[config.mk]
export PLATFORM = sky130hd
export DESIGN_NAME = mux_rr_arbiter_flat
export DESIGN_NICKNAME = d
export VERILOG_FILES = /design/src/rtl/mux_rr_arbiter_if.sv /design/src/rtl/mux_rr_arbiter.sv /design/src/flat_wrapper.sv
export SDC_FILE = /design/constraint.sdc
export NUM_CORES = 1
export LEC_CHECK = 0
export ABC_CLOCK_PERIOD_IN_PS = 4250
export CORE_UTILIZATION = 53
export DETAILED_ROUTE_END_ITERATION = 16
export PLACE_DENSITY = 0.81
export SYNTH_ARGS = -nofsm -noshare
export SYNTH_HDL_FRONTEND = slang
export SYNTH_SLANG_ARGS = --single-unit
[constraint.sdc]
create_clock -name clk -period 4.25 [get_ports clk]
set_input_delay 0.85 -clock clk [delete_from_list [all_inputs] [get_ports clk]]
set_output_delay 0.85 -clock clk [all_outputs]
set_load 0.02 [all_outputs]
[src/rtl/mux_rr_arbiter_if.sv]
// Request/data/grant bundle between the requesters, the arbiter and the consumer of z.
interface mux_rr_arbiter_if;
   logic [3:0] req;
   logic [3:0] in;
   logic [1:0] s;
   logic [3:0] gnt;
   logic       z;
   logic       z_vld;
   logic       busy;

   modport master (output req, in, input s, gnt, z, z_vld, busy);
   modport slave  (input req, in, output s, gnt, z, z_vld, busy);
endinterface

[src/rtl/mux_rr_arbiter.sv]
// Round-robin owner of the 4:1 single-bit mux; grant lasts at most MAX_HOLD samples, then one PARK cycle.
// All outputs registered; no preemption, the owner keeps the grant until its req drops or the hold limit.
module mux_rr_arbiter #(
   parameter int MAX_HOLD = 4,
   parameter int CW       = 8
) (
   input logic             clk,
   input logic             rst_n,
   mux_rr_arbiter_if.slave bus
);
   typedef enum logic [1:0] {IDLE, GRANT, PARK} state_t;

   state_t        state, state_nxt;
   logic [CW-1:0] cnt, cnt_nxt;
   logic [1:0]    s_nxt;
   logic [3:0]    gnt_nxt;
   logic          z_nxt, z_vld_nxt, busy_nxt;
   logic          found;
   logic [1:0]    win, idx;

   // Search starts just after the last owner, so it always ends up with lowest priority.
   always_comb begin
      found = 1'b0;
      win   = bus.s;
      idx   = bus.s;
      for (int k = 1; k <= 4; k++) begin
         idx = bus.s + 2'(k);
         if (!found && bus.req[idx]) begin
            found = 1'b1;
            win   = idx;
         end
      end
   end

   always_comb begin
      state_nxt = state;
      cnt_nxt   = cnt;
      s_nxt     = bus.s;
      gnt_nxt   = bus.gnt;
      z_nxt     = bus.z;
      z_vld_nxt = 1'b0;
      case (state)
         GRANT: begin
            if (bus.req[bus.s]) begin
               z_nxt     = bus.in[bus.s];
               z_vld_nxt = 1'b1;
               if (cnt == CW'(MAX_HOLD - 1)) begin
                  state_nxt = PARK;
                  gnt_nxt   = 4'b0000;
               end else begin
                  cnt_nxt = cnt + CW'(1);
               end
            end else begin
               state_nxt = PARK;
               gnt_nxt   = 4'b0000;
            end
         end
         default: begin
            if (found) begin
               state_nxt = GRANT;
               s_nxt     = win;
               gnt_nxt   = 4'b0001 << win;
               cnt_nxt   = '0;
            end else begin
               state_nxt = IDLE;
               gnt_nxt   = 4'b0000;
            end
         end
      endcase
      busy_nxt = (state_nxt != IDLE);
   end

   always_ff @(posedge clk) begin
      if (!rst_n) begin
         state     <= IDLE;
         cnt       <= '0;
         bus.s     <= 2'd3;
         bus.gnt   <= 4'b0000;
         bus.z     <= 1'b0;
         bus.z_vld <= 1'b0;
         bus.busy  <= 1'b0;
      end else begin
         state     <= state_nxt;
         cnt       <= cnt_nxt;
         bus.s     <= s_nxt;
         bus.gnt   <= gnt_nxt;
         bus.z     <= z_nxt;
         bus.z_vld <= z_vld_nxt;
         bus.busy  <= busy_nxt;
      end
   end
endmodule
[src/flat_wrapper.sv]
// flat-port wrapper written by rule: the top's interface ports become plain ports
module mux_rr_arbiter_flat 
#(
   parameter int MAX_HOLD = 4,
   parameter int CW       = 8
)
  (clk, rst_n, bus_req, bus_in, bus_s, bus_gnt, bus_z, bus_z_vld, bus_busy);
  mux_rr_arbiter_if bus_i ();
  input logic clk;
  input logic rst_n;
  input wire logic [$bits(bus_i.req)-1:0] bus_req;
  input wire logic [$bits(bus_i.in)-1:0] bus_in;
  output wire logic [$bits(bus_i.s)-1:0] bus_s;
  output wire logic [$bits(bus_i.gnt)-1:0] bus_gnt;
  output wire logic [$bits(bus_i.z)-1:0] bus_z;
  output wire logic [$bits(bus_i.z_vld)-1:0] bus_z_vld;
  output wire logic [$bits(bus_i.busy)-1:0] bus_busy;
  assign bus_i.req = bus_req;
  assign bus_i.in = bus_in;
  assign bus_s = bus_i.s;
  assign bus_gnt = bus_i.gnt;
  assign bus_z = bus_i.z;
  assign bus_z_vld = bus_i.z_vld;
  assign bus_busy = bus_i.busy;
  mux_rr_arbiter #(.MAX_HOLD(MAX_HOLD), .CW(CW)) u_core (.clk(clk), .rst_n(rst_n), .bus(bus_i));
endmodule
==> metrics <==
Final setup viols=0; worst slew margin relative to its limit=0.626; synth unique cells=41; post-synthesis cell count=102; crit path kind=primary input to register; Hold Path Class=register to register; total setup buffers inserted after CTS=0; syn_nets=113; clock skew=0.00562 ns; max-slew violation count=0; largest net degree at the start of global routing=14; Die Wd=44.9 um; layout cells sized above 1=0.0833; Crit Path Max Fanout=8; Total GRT Usage=0.232; flop2flop setup slack=2.38 ns; Skew-Pair Late Insertion Delay=0.30 ns; Worst Hold Margin=0.479 ns; # hold bufs at CTS=0; Worst-path clk slew=0.11 ns; # diodes=0; critical-path cell list=clkdlybuf4s50_1 > nor4_2 > o21ai_0 > or4_1 > nand2_1; Initial Utilization=0.564; hpwl dp=1500 um; routability cong.=0.844; CTS tree=built; setup ws final=1.78 ns; DR vias=849; Max-cap violations=0; clock sink count=19; FMAX=0.405 GHz; Synth async-reset ratio=0; Post-synth EDFFs=0; CP top delay family=simple AND/OR/NAND/NOR gates; CP Capture Type=register; Pleak=0.439 nW; status=finished clean; total congestion overflow=0; total CTS buffers=3; Max VDD drop=236 uV; Synth Flop Type=dfxtp_1; post-synthesis cell area=973 um^2; Iteration-0 DRC Markers=22; number of cell rows=15; Ys Warns=0; Ports=19; Avg Cell Area, Syn=9.54 um^2; Hold Vio Cnt, Final=0; WL final=2020 um; Area Overhead vs Synth=21.9%; CTS max path bufs=2; RSZ-0062 raised after global routing=no; final-layout fill cell count=147; Core Area=0.00173 mm^2; Final Cycle Share=0.581; antenna violations before repair=0; H-tree depth=1; most common cell after layout, fill and taps aside=dfxtp_1; commonest cells after routing, fill and taps aside=19 x dfxtp_1, 18 x clkdlybuf4s50_1, 8 x nand2_1, 6 x a21oi_1; first-pass GRT wire length=3260 um; die area=0.00201 mm^2; register bit total from synthesis=19; Critical Path Start Type=primary input; post-CTS sizing=0; CP max stage delay=0.54 ns; Place WS=1.49 ns; vias in the first global route=724; Post-layout nets=132; Die Ht=44.9 um; Remaining DRCs=0; vias per cell=5.86; CP arrival=2.72 ns; PortBufs=18; CP bufs+invs=1; Req. time, crit path=4.50 ns; sequential-to-total area share from yosys stat=0.391; root buffer cell=clkbuf_4; CP max-delay cell=clkdlybuf4s50_1; fin crit period=2.47 ns; Slew @ Worst Pin=0.557 ns; Routed wire per std cell=13.9 um; setup_tns=0 ns; drt first pass iters=4; Pwr Density=346 mW/mm^2; Final ANT Viol Nets=0
[report_power, final]
part           internal [mW]  switching [mW]
Combinational         0.0554          0.0586
Clock                 0.0366          0.0552
Sequential             0.191          0.0132
[cells by family after synthesis]
| family | after synthesis | synth area share |
|---|---|---|
| buffers and inverters | 5 | 0.0296 |
| AO/OA/AOI/OAI | 29 | 0.226 |
| AND/OR/NAND/NOR | 43 | 0.261 |
| flip-flops | 19 | 0.391 |
| XOR/XNOR | 1 | 0.00900 |
| multiplexers | 4 | 0.0707 |
| adder cells (fa/ha/maj) | 1 | 0.0129 |
[synthesized netlist by cell type (2+ instances only)]
| master | count | area, um^2 |
|---|---|---|
| mux2i_1 | 2 | 20.0 |
| and3_1 | 3 | 18.8 |
| or3_1 | 4 | 25.0 |
| buf_2 | 2 | 10.0 |
| or4_1 | 4 | 30.0 |
| nand2b_1 | 3 | 18.8 |
| o21ai_0 | 4 | 20.0 |
| nor2_1 | 4 | 15.0 |
| a32o_1 | 4 | 40.0 |
| o2111ai_1 | 2 | 17.5 |
| nand2_1 | 8 | 30.0 |
| and2_1 | 2 | 12.5 |
| nor3b_1 | 2 | 15.0 |
| dfxtp_1 | 19 | 380 |
| o31ai_1 | 3 | 22.5 |
| nand3_1 | 4 | 20.0 |
| nor2b_1 | 2 | 12.5 |
| a21oi_1 | 6 | 30.0 |
| o211ai_1 | 2 | 15.0 |
[state kept, by name (all words and copies together), names as in the netlist]
signal            count
u_core.bus.z          1
u_core.bus.gnt        4
u_core.bus.s          2
u_core.cnt            8
u_core.bus.busy       1
u_core.bus.z_vld      1
u_core.state          2
[worst register-to-register path, stage by stage (launching register included)]
cell and delay, ns:
dfxtp_1 0.50, mux4_2 0.64, and3_2 0.26, and2_4 0.17, a32o_1 0.19
[cell type report]
cell class,instances,area (um^2),share of cell area
clock buffers,4,26.3,0.0222
repair buffers,18,180,0.152
inverters,1,3.75,0.00316
flip-flops and latches,19,380,0.321
multi-input cells,78,564,0.476
well taps,25,31.3,0.0264
[metal layers]
layer | wire length (um) | global-route usage | part of all wire | up-vias
met5 | 0 | 0 | 0 | -
met4 | 51 | 0.145 | 0.025 | 0
met3 | 46 | 0.0400 | 0.023 | 4
met2 | 937 | 0.359 | 0.47 | 12
met1 | 980 | 0.300 | 0.49 | 402
li1 | - | - | - | 431
[final timing paths]
kind,endpoint,from,depth (start not counted)
setup reg to reg,u_core.bus.gnt[3]$_SDFFE_PN0P_,u_core.bus.s[0]$_SDFFE_PN1P_,4
hold reg to reg,u_core.bus.gnt[1]$_SDFFE_PN0P_,u_core.bus.gnt[1]$_SDFFE_PN0P_,1
setup / recovery,u_core.cnt[4]$_SDFFE_PN0P_,bus_req[3],5
hold / removal,u_core.bus.gnt[1]$_SDFFE_PN0P_,u_core.bus.gnt[1]$_SDFFE_PN0P_,1
[through the flow]
step	cell area, um^2	cells	util	total power, mW
floorplan	973	102	-	0.283
global placement	1160	141	0.672	0.320
detailed placement	1160	141	0.672	0.322
CTS	1190	145	0.687	0.413
global route	1190	145	0.687	0.432
finish	1190	145	0.687	0.410
No activity file was read; power rests on OpenSTA's default activity.
